## src/rtl/elevator_pkg.sv

```systemverilog
// elevator_pkg: shared state encoding, direction constants and floor helper for the SCAN elevator.
package elevator_pkg;
  typedef enum logic [1:0] {ST_IDLE, ST_MOVING, ST_DOOR_OPEN} state_e;
  localparam logic DIR_UP = 1'b1;
  localparam logic DIR_DOWN = 1'b0;
  // Saturating one-floor step; callers cast the result back to their FLOOR_W.
  function automatic int unsigned step_floor(int unsigned f, logic up, int unsigned top);
    return up ? (f < top ? f + 1 : f) : (f > 0 ? f - 1 : f);
  endfunction
endpackage

```

## src/rtl/elevator_req_scan.sv

```systemverilog
// elevator_req_scan: classifies pending requests as here / ahead / behind relative to a floor and direction.
module elevator_req_scan
  import elevator_pkg::*;
#(
  parameter int NUM_FLOORS = 5,
  parameter int FLOOR_W = $clog2(NUM_FLOORS)
) (
  input  logic [NUM_FLOORS-1:0] pending_i,
  input  logic [FLOOR_W-1:0]    floor_i,
  input  logic                  dir_up_i,
  output logic                  here_o,
  output logic                  ahead_o,
  output logic                  behind_o
);
  logic [NUM_FLOORS-1:0] above, below, at;
  logic up_any, dn_any;
  always_comb
    for (int i = 0; i < NUM_FLOORS; i++) begin
      above[i] = i > int'(floor_i);
      below[i] = i < int'(floor_i);
      at[i]    = i == int'(floor_i);
    end
  assign up_any   = |(pending_i & above);
  assign dn_any   = |(pending_i & below);
  assign here_o   = |(pending_i & at);
  assign ahead_o  = (dir_up_i == DIR_UP) ? up_any : dn_any;
  assign behind_o = (dir_up_i == DIR_UP) ? dn_any : up_any;
endmodule

```

## src/rtl/elevator_scan_ctrl.sv

```systemverilog
// elevator_scan_ctrl: parametrised SCAN-order elevator controller with timed travel and timed door.
module elevator_scan_ctrl
  import elevator_pkg::*;
#(
  parameter int NUM_FLOORS = 5,
  parameter int FLOOR_W = $clog2(NUM_FLOORS),
  parameter int TRAVEL_CYCLES = 4,
  parameter int DOOR_CYCLES = 3
) (
  input  logic                  clk,
  input  logic                  rst_n,
  input  logic [NUM_FLOORS-1:0] req_i,
  output logic [FLOOR_W-1:0]    current_floor,
  output logic                  door_open,
  output logic                  moving,
  output logic                  dir_up,
  output logic [NUM_FLOORS-1:0] pending_o
);
  localparam int TMAX = TRAVEL_CYCLES > DOOR_CYCLES ? TRAVEL_CYCLES : DOOR_CYCLES;
  localparam int TW = $clog2(TMAX + 1);
  localparam logic [TW-1:0] T_TRAVEL = TW'(TRAVEL_CYCLES - 1);
  localparam logic [TW-1:0] T_DOOR = TW'(DOOR_CYCLES - 1);

  state_e                state_q, state_d;
  logic [TW-1:0]         timer_q, timer_d;
  logic [FLOOR_W-1:0]    floor_q, floor_d;
  logic                  dir_q, dir_d;
  logic [NUM_FLOORS-1:0] pend_q, pend_d, clr;
  logic                  arrive, decide, hold, here, ahead, behind;

  always_ff @(posedge clk or negedge rst_n)
    if (!rst_n) begin
      state_q <= ST_IDLE;
      timer_q <= '0;
      floor_q <= '0;
      dir_q   <= DIR_UP;
      pend_q  <= '0;
    end else begin
      state_q <= state_d;
      timer_q <= timer_d;
      floor_q <= floor_d;
      dir_q   <= dir_d;
      pend_q  <= pend_d;
    end

  // On an arrival edge the SCAN decision is taken at the floor being reached.
  assign arrive  = state_q == ST_MOVING && timer_q == '0;
  assign decide  = state_q == ST_IDLE || arrive;
  assign floor_d = arrive ? FLOOR_W'(step_floor(32'(floor_q), dir_q, NUM_FLOORS - 1)) : floor_q;
  assign hold    = |(req_i & (NUM_FLOORS'(1) << floor_q));

  elevator_req_scan #(.NUM_FLOORS(NUM_FLOORS), .FLOOR_W(FLOOR_W)) u_scan (
    .pending_i(pend_q),
    .floor_i  (floor_d),
    .dir_up_i (dir_q),
    .here_o   (here),
    .ahead_o  (ahead),
    .behind_o (behind)
  );

  always_comb begin
    state_d = state_q;
    timer_d = timer_q;
    dir_d   = dir_q;
    if (decide) begin
      if (here) begin
        state_d = ST_DOOR_OPEN;
        timer_d = T_DOOR;
      end else if (ahead || behind) begin
        state_d = ST_MOVING;
        timer_d = T_TRAVEL;
        dir_d   = ahead ? dir_q : ~dir_q;
      end else
        state_d = ST_IDLE;
    end else if (state_q == ST_DOOR_OPEN) begin
      state_d = (!hold && timer_q == '0) ? ST_IDLE : ST_DOOR_OPEN;
      timer_d = hold ? T_DOOR : (timer_q == '0 ? timer_q : timer_q - 1'b1);
    end else
      timer_d = timer_q - 1'b1;
    clr    = (state_q == ST_DOOR_OPEN || state_d == ST_DOOR_OPEN) ? NUM_FLOORS'(1) << floor_d : '0;
    pend_d = (pend_q | req_i) & ~clr;
  end

  always_comb begin
    door_open     = state_q == ST_DOOR_OPEN;
    moving        = state_q == ST_MOVING;
    dir_up        = dir_q;
    current_floor = floor_q;
    pending_o     = pend_q;
  end
endmodule

```

## config.mk

```make
export PLATFORM = sky130hd
export DESIGN_NAME = elevator_scan_ctrl
export DESIGN_NICKNAME = d
export VERILOG_FILES = /design/src/rtl/elevator_pkg.sv /design/src/rtl/elevator_req_scan.sv /design/src/rtl/elevator_scan_ctrl.sv
export SDC_FILE = /design/constraint.sdc
export NUM_CORES = 1
export LEC_CHECK = 0
export CAP_MARGIN = 5
export CELL_PAD_IN_SITES_DETAIL_PLACEMENT = 1
export CELL_PAD_IN_SITES_GLOBAL_PLACEMENT = 2
export CORE_UTILIZATION = 29
export CTS_BUF_LIST = sky130_fd_sc_hd__clkbuf_16
export CTS_CLUSTER_SIZE = 30
export DETAILED_ROUTE_END_ITERATION = 12
export PLACE_DENSITY_LB_ADDON = 0.1
export SYNTH_ARGS = -nofsm -noshare
export SYNTH_HDL_FRONTEND = slang
export SYNTH_SLANG_ARGS = --single-unit
```

## constraint.sdc

```tcl
create_clock -name clk -period 3.1 [get_ports clk]
set_input_delay 0.62 -clock clk [delete_from_list [all_inputs] [get_ports clk]]
set_output_delay 0.62 -clock clk [all_outputs]
set_load 0.02 [all_outputs]
```

Word level (Yosys, flattened, before mapping)
Cells that the tools add are included.

word-level totals
  register bits = 14
  input port bits = 7
  output and inout port bits = 11

operators by class
  add/sub/neg operators = 3
  magnitude comparators = 11
  equal/unequal tests = 9
  shifts and indexed selects = 2
  muxes and demuxes = 18
  bitwise logic cells = 10
  reduce and logical (&&, ||, !) cells = 15

operators by type and width
  operator                                                        count
  two-way mux 3 bit                                               10
  bitwise AND 5 bit                                               5
  OR reduction 5 bit                                              4
  left shift 1 x 3 -> 5 bit (first input constant)                2
  == test 3 bit (first input constant)                            3
  two-way mux 2 bit                                               4
  greater-than comparator 2 x 3 -> 1 bit (first input constant)   2
  logical NOT 3 bit                                               2
  < comparator 1 x 3 -> 1 bit (first input constant)              2
  < comparator 2 x 3 -> 1 bit (first input constant)              2
  subtractor 3 x 1 -> 3 bit (second input constant)               2
  two-way mux 5 bit                                               1
  NOT 5 bit                                                       1
  OR 5 bit                                                        1
  == test 2 bit (second input constant)                           2
  inequality test 4 bit (second input constant)                   1
  AND reduction 4 bit                                             1
  adder 3 x 1 -> 3 bit (second input constant)                    1
  == test 2 x 3 -> 1 bit (first input constant)                   1
  greater-than comparator 1 x 3 -> 1 bit (first input constant)   1
  greater-than comparator 3 x 1 -> 1 bit (second input constant)  1
  greater-than comparator 3 bit (first input constant)            1
  logical OR 1 bit                                                3
  < comparator 3 bit (first input constant)                       1
  other kinds (9)                                                 14

Depth between registers and ports, before layout
  depth after elaboration = 17
  mapped depth = 12
  gate-level depth less buffers = 12

Cells and area by module
From an unflattened synthesis, not the netlist that was laid out.

second synthesis, totals
  cell total of the unflattened synthesis = 134
  area, all modules = 1,236.2 um2

modules (own cells, without submodules)
  module              times used  cells an instance  area each (um2)
  elevator_scan_ctrl  1           114                1,086.0
  elevator_req_scan   1           20                 150.1

Worst setup path before layout
No wires, ideal clock.

  path type = flip-flop to flip-flop
  from = reg floor_q[1] (netlist: current_floor[1])
  to = reg timer_q[2]
  library setup time = 0.128 ns
  data arrival time = 2.887 ns
  data required time = 2.972 ns
  path slack = 0.085 ns
  cell stages (with the launch flop) = 12
  path buffers = 0
  clock period less this slack = 3.015 ns
  cell sequence = dfrtp_1 > inv_1 > ha_1 > or3b_1 > a31o_1 > and2_4 > inv_4 > nand2_2 > or3_1 > o311a_1 > o41ai_4 > mux2_1

between the ends
  longest elaborated chain between the ends = 11

ends and longest elaborated chain
  item                                                                                 RTL line                                          RTL
  start, declared                                                                      elevator_scan_ctrl.sv:26                          logic [FLOOR_W-1:0] floor_q, floor_d;
  start signal, assigned                                                               elevator_scan_ctrl.sv:41                          floor_q <= floor_d;
  greater-than comparator 3 x 1 -> 1 bit / < comparator 3 bit (equally long branches)  elevator_pkg.sv:8                                 return up ? (f < top ? f + 1 : f) : (f > 0 ? f - 1 : f);
  two-way mux 3 bit                                                                    elevator_pkg.sv:8
  two-way mux 3 bit (*)                                                                elevator_pkg.sv:8
  two-way mux 3 bit (*)                                                                elevator_scan_ctrl.sv:49                          assign floor_d = arrive ? FLOOR_W'(step_floor(32'(floor_q), dir_q, NUM_FLOORS - 1)) : floor_q;
  net floor_d[0]                                                                       elevator_scan_ctrl.sv:26
  < comparator 1 x 3 -> 1 bit (tied with other cells)                                  elevator_req_scan.sv:20                           below[i] = i < int'(floor_i);
  bitwise AND 5 bit (on tied branches)                                                 elevator_req_scan.sv:24, elevator_req_scan.sv:23
  OR reduction 5 bit (on tied branches)                                                elevator_req_scan.sv:24, elevator_req_scan.sv:23
  two-way mux 1 bit (on tied branches)                                                 elevator_req_scan.sv:26, elevator_req_scan.sv:27
  logical OR 1 bit                                                                     elevator_scan_ctrl.sv:69                          end else if (ahead || behind) begin
  inequality test 3 x 1 -> 1 bit (no line)                                             -
  AND reduction 2 bit (no line)                                                        -
  end signal, assigned                                                                 elevator_scan_ctrl.sv:40                          timer_q <= timer_d;
  end, declared                                                                        elevator_scan_ctrl.sv:25                          logic [TW-1:0] timer_q, timer_d;

The timed path passes the listed nets; every way through them passes the cells marked *.
A chain may end at the register's enable or synchronous reset.

Final worst setup path
  from = reg timer_q[0]
  to = reg timer_q[2]

between the ends
  longest elaborated chain between the ends = 10

ends and longest elaborated chain
  item                                                 RTL line                                            RTL
  logical NOT 3 bit                                    elevator_scan_ctrl.sv:47, elevator_scan_ctrl.sv:77
  logical AND 1 bit                                    elevator_scan_ctrl.sv:47                            assign arrive = state_q == ST_MOVING && timer_q == '0;
  two-way mux 3 bit                                    elevator_scan_ctrl.sv:49
  < comparator 1 x 3 -> 1 bit (tied with other cells)  elevator_req_scan.sv:20
  bitwise AND 5 bit (on tied branches)                 elevator_req_scan.sv:24, elevator_req_scan.sv:23
  OR reduction 5 bit (on tied branches)                elevator_req_scan.sv:24, elevator_req_scan.sv:23
  two-way mux 1 bit (on tied branches)                 elevator_req_scan.sv:26, elevator_req_scan.sv:27
  logical OR 1 bit                                     elevator_scan_ctrl.sv:69
  inequality test 3 x 1 -> 1 bit (no line)             -
  AND reduction 2 bit (no line)                        -

Parallel ways exist; a longest one is shown, timed or not. The select of a mux whose other input is x is not followed.

==> out/qor.tcl <==
set qor(status) {completed}
set qor(post_synth_edffs) 0
set qor(synth_top_area_cell) {sky130_fd_sc_hd__dfrtp_1}
set qor(cts.path.max_buffers) 2
set qor(vias_per_cell) 5.16
set qor(layout_commonest_cell) {sky130_fd_sc_hd__clkdlybuf4s50_1}
set qor(yosys-top-cells-area) {sky130_fd_sc_hd__dfrtp_1 31%, sky130_fd_sc_hd__ha_1 8.3%, sky130_fd_sc_hd__nor2_1 4.3%, sky130_fd_sc_hd__inv_1 3.9%, sky130_fd_sc_hd__o21ai_0 3.3%}
set qor(cts_tree) {yes}
set qor(ys.flop_type) {sky130_fd_sc_hd__dfrtp_1}
set qor(synthesis.instances) 113
set qor(postSynthNetCount) 127
set qor(period_minus_ws_final_ns) 2.93
set qor(synth.top_cell.area_share) 0.310
set qor(first_global_vias) 1048
set qor(dpl_worst_slack_ns) -0.0103
set qor(multi_input_comb_area_um2) 659
set qor(die_height_um) 62.2
set qor(crit_required_ns) 3.23
set qor(timing.setup.critical_path_class) {flip-flop to flip-flop}
set qor(detail_route.first_pass.iterations) 4
set qor(num-nets-final) 158
set qor(setup_ws_ns) 0.167
set qor(antenna_found_initial) 0
set qor(hold_path_class) {flip-flop to flip-flop}
set qor(grt_overflow_total) 0
set qor(cellPowerDensity_mw_per_mm2) 779
set qor(die_w_um) 62.2
set qor(pleak_nw) 0.621
set qor(design.portCount) 18
set qor(port_buffers) 17
set qor(maxSlewViolCount) 0
set qor(cts_sinks) 14
set qor(async_reset_ff_frac) 1.00
set qor(fp-row-count) 21
set qor(wire_length_of_the_first_global_routing_pass_um) 5230
set qor(cts.hold.buffers_added) 0
set qor(cts_made_buffers) 3
set qor(timing.max_cap.violations) 0
set qor(layout_worst_path_cycle_share) 0.946
set qor(vdd_ir_drop_max_mv) 0.343
set qor(report.final.setup_viol) 0
set qor(number_of_drc_violations_after_detailed_routing) 0
set qor(flow.area_growth_from_synthesis_pct) 37.7
set qor(grt_max_degree) 15
set qor(vias) 976
set qor(master_cell_of_the_clock_root_buffer) {sky130_fd_sc_hd__clkbuf_16}
set qor(hold_path_end) {timer_q[1]}
set qor(reg2reg_from) {timer_q[0]}
set qor(layout_common_cells) {17 x sky130_fd_sc_hd__clkdlybuf4s50_1, 13 x sky130_fd_sc_hd__dfrtp_1, 12 x sky130_fd_sc_hd__inv_1, 12 x sky130_fd_sc_hd__nor2_1, 11 x sky130_fd_sc_hd__buf_4}
set qor(routed_wirelength_um) 3060
set qor(clk_lat_worst_skew_ns) 0.24
set qor(sequential_cell_area_um2) 352
set qor(crit_slowest_cell) {sky130_fd_sc_hd__dfrtp_1}
set qor(hold_viol_final) 0
set qor(final.hold.worst_slack_ns) 0.524
set qor(synth_cell_types) 46
set qor(fp.dieArea_mm2) 0.00387
set qor(antennaDiodeCount) 0
set qor(cts_max_level) 1
set qor(grt_util_all_layers) 0.171
set qor(core_area_mm2) 0.00342
set qor(final.setup_skew_ns) 0.00240
set qor(ys.warnings.count) 0
set qor(hold_path_startpoint) {timer_q[1]}
set qor(sequential_cell_area_fraction_in_the_yosys_report) 0.335
set qor(setup.reg_to_reg.worst_slack_ns) 0.17
set qor(starting_density_of_the_core) 0.308
set qor(relSlewSlack) 0.558
set qor(cts.reportedPaths.clkPinSlew_ns) 0.05
set qor(post-dp-hpwl_um) 2360
set qor(reg2regPathDepth) 11
set qor(crit_chain) {inv_1 > ha_1 > ha_4 > and3b_4 > o22a_1 > a22o_4 > nand2b_4 > and2_1 > o311a_1 > o41ai_4 > mux2_4}
set qor(crit_arrival_ns) 3.06
set qor(min_delay_path_depth) 2
set qor(max_stage_delay_ns) 0.37
set qor(ys_ff_latch) 14
set qor(crit_path_start_kind) {flip-flop}
set qor(worst_slew_pin_slew_ns) 0.660
set qor(final_layout_size_suffix_gt1_frac) 0.189
set qor(route.detailed.wl_per_inst_um) 16.2
set qor(setup.worst_path.end_class) {flip-flop}
set qor(fmax_mhz) 341
set qor(antenna_left) 0
set qor(critical_path.reg2reg.endpoint) {timer_q[2]}
set qor(filler_cell_count) 401
set qor(detailedRoute.firstIterationViolations) 55
set qor(synth_area_per_cell_um2) 9.30
set qor(syn_area_mm2) 0.00105
set qor(crit_fanout) 6
set qor(final_weighted_congestion_of_routability_driven_global_placement) 0.830
set qor(grt_setup_unrepaired) {no}
cells in the mapped netlist (2+ instances only):
cell type                 count
sky130_fd_sc_hd__a21oi_1      6
sky130_fd_sc_hd__a31oi_1      3
sky130_fd_sc_hd__and2_1       2
sky130_fd_sc_hd__and3_1       3
sky130_fd_sc_hd__buf_6        2
sky130_fd_sc_hd__dfrtp_1     13
sky130_fd_sc_hd__ha_1         7
sky130_fd_sc_hd__inv_1       11
sky130_fd_sc_hd__nand2_1      4
sky130_fd_sc_hd__nand3_1      3
sky130_fd_sc_hd__nor2_1      12
sky130_fd_sc_hd__nor2b_1      2
sky130_fd_sc_hd__o21ai_0      7
sky130_fd_sc_hd__o22a_1       2
sky130_fd_sc_hd__o22ai_1      3
sky130_fd_sc_hd__o32a_1       3
cell families (layout without fill, tap and decap cells):
kind of cell | after synthesis | after routing | synth area share
simple gates | 38 | 38 | 0.211
compound gates | 37 | 37 | 0.274
flops | 14 | 14 | 0.335
buf+inv | 14 | 44 | 0.0667
fa+ha+maj | 7 | 7 | 0.0833
mux | 3 | 3 | 0.0310
worst max-delay path: cells and delay by family, from the launching register on:
family                   cells  cell delay (ns)
AO/OA/AOI/OAI                4             1.05
buffers and inverters        1             0.08
AND/OR/NAND/NOR              3             0.56
flip-flops                   1             0.37
adder cells (fa/ha/maj)      2             0.43
multiplexers                 1             0.33
layer usage:
metal | wire, um | up-vias | part of all wire | track usage
met5 | 0 | - | 0 | 0
met4 | 32 | 0 | 0.010 | 0.0523
li1 | - | 483 | - | -
met2 | 1490 | 13 | 0.49 | 0.287
met3 | 60 | 4 | 0.020 | 0.0165
met1 | 1480 | 476 | 0.48 | 0.231
per-stage QoR:
| step | std cells | setup TNS, ns | instance area [um^2] | util | total power [W] |
|---|---|---|---|---|---|
| 6_report | 189 | 0 | 1450 | 0.424 | 0.00113 |
| 2_1_floorplan | 113 | 0 | 1050 | - | 0.000641 |
| 3_5_place_dp | 184 | -0.0103 | 1330 | 0.390 | 0.000842 |
| 3_3_place_gp | 184 | 0 | 1330 | 0.390 | 0.000834 |
| 5_1_grt | 189 | 0 | 1450 | 0.424 | 0.00120 |
| 4_1_cts | 188 | 0 | 1410 | 0.414 | 0.00110 |
worst max path at each step:
| stage | from | end | cells past startpoint |
|---|---|---|---|
| global route | timer_q[0] | timer_q[2] | 11 |
| floorplan | current_floor[1] | timer_q[2] | 11 |
| finish | timer_q[0] | timer_q[2] | 11 |
| detailed placement | timer_q[0] | timer_q[2] | 11 |
| global placement | timer_q[0] | timer_q[2] | 11 |
| CTS | timer_q[0] | timer_q[2] | 11 |
registers in the layout, indices dropped and copies added, names as in the netlist:
signal,flops
pending_o,5
timer_q,3
dir_up,1
state_q,2
current_floor,3
what timing repair did:
action | in CTS | in global routing
buffers inserted | 0 | 1
pin swaps | 0 | 2
gates cloned | 0 | 0
endpoints found under the hold margin | 0 | 0
resized for setup | 1 | 5
endpoints found under the setup margin | 1 | 1
power by group:
part	switching, W	internal, W	leakage, nW
Clock	0.0000754	0.000171	0.0423
Combinational	0.000320	0.000264	0.433
Sequential	0.0000564	0.000240	0.146
Total	0.000452	0.000675	0.621
layout make-up:
cell class / instances / share of cell area
Multi-Input combinational cell: 85 / 0.455
Sequential cell: 14 / 0.243
Timing Repair Buffer: 28 / 0.175
Clock buffer: 3 / 0.0519
Tap cell: 46 / 0.0398
Inverter: 12 / 0.0328
Clock inverter: 1 / 0.00259
Power figures use the tool's default switching activity.
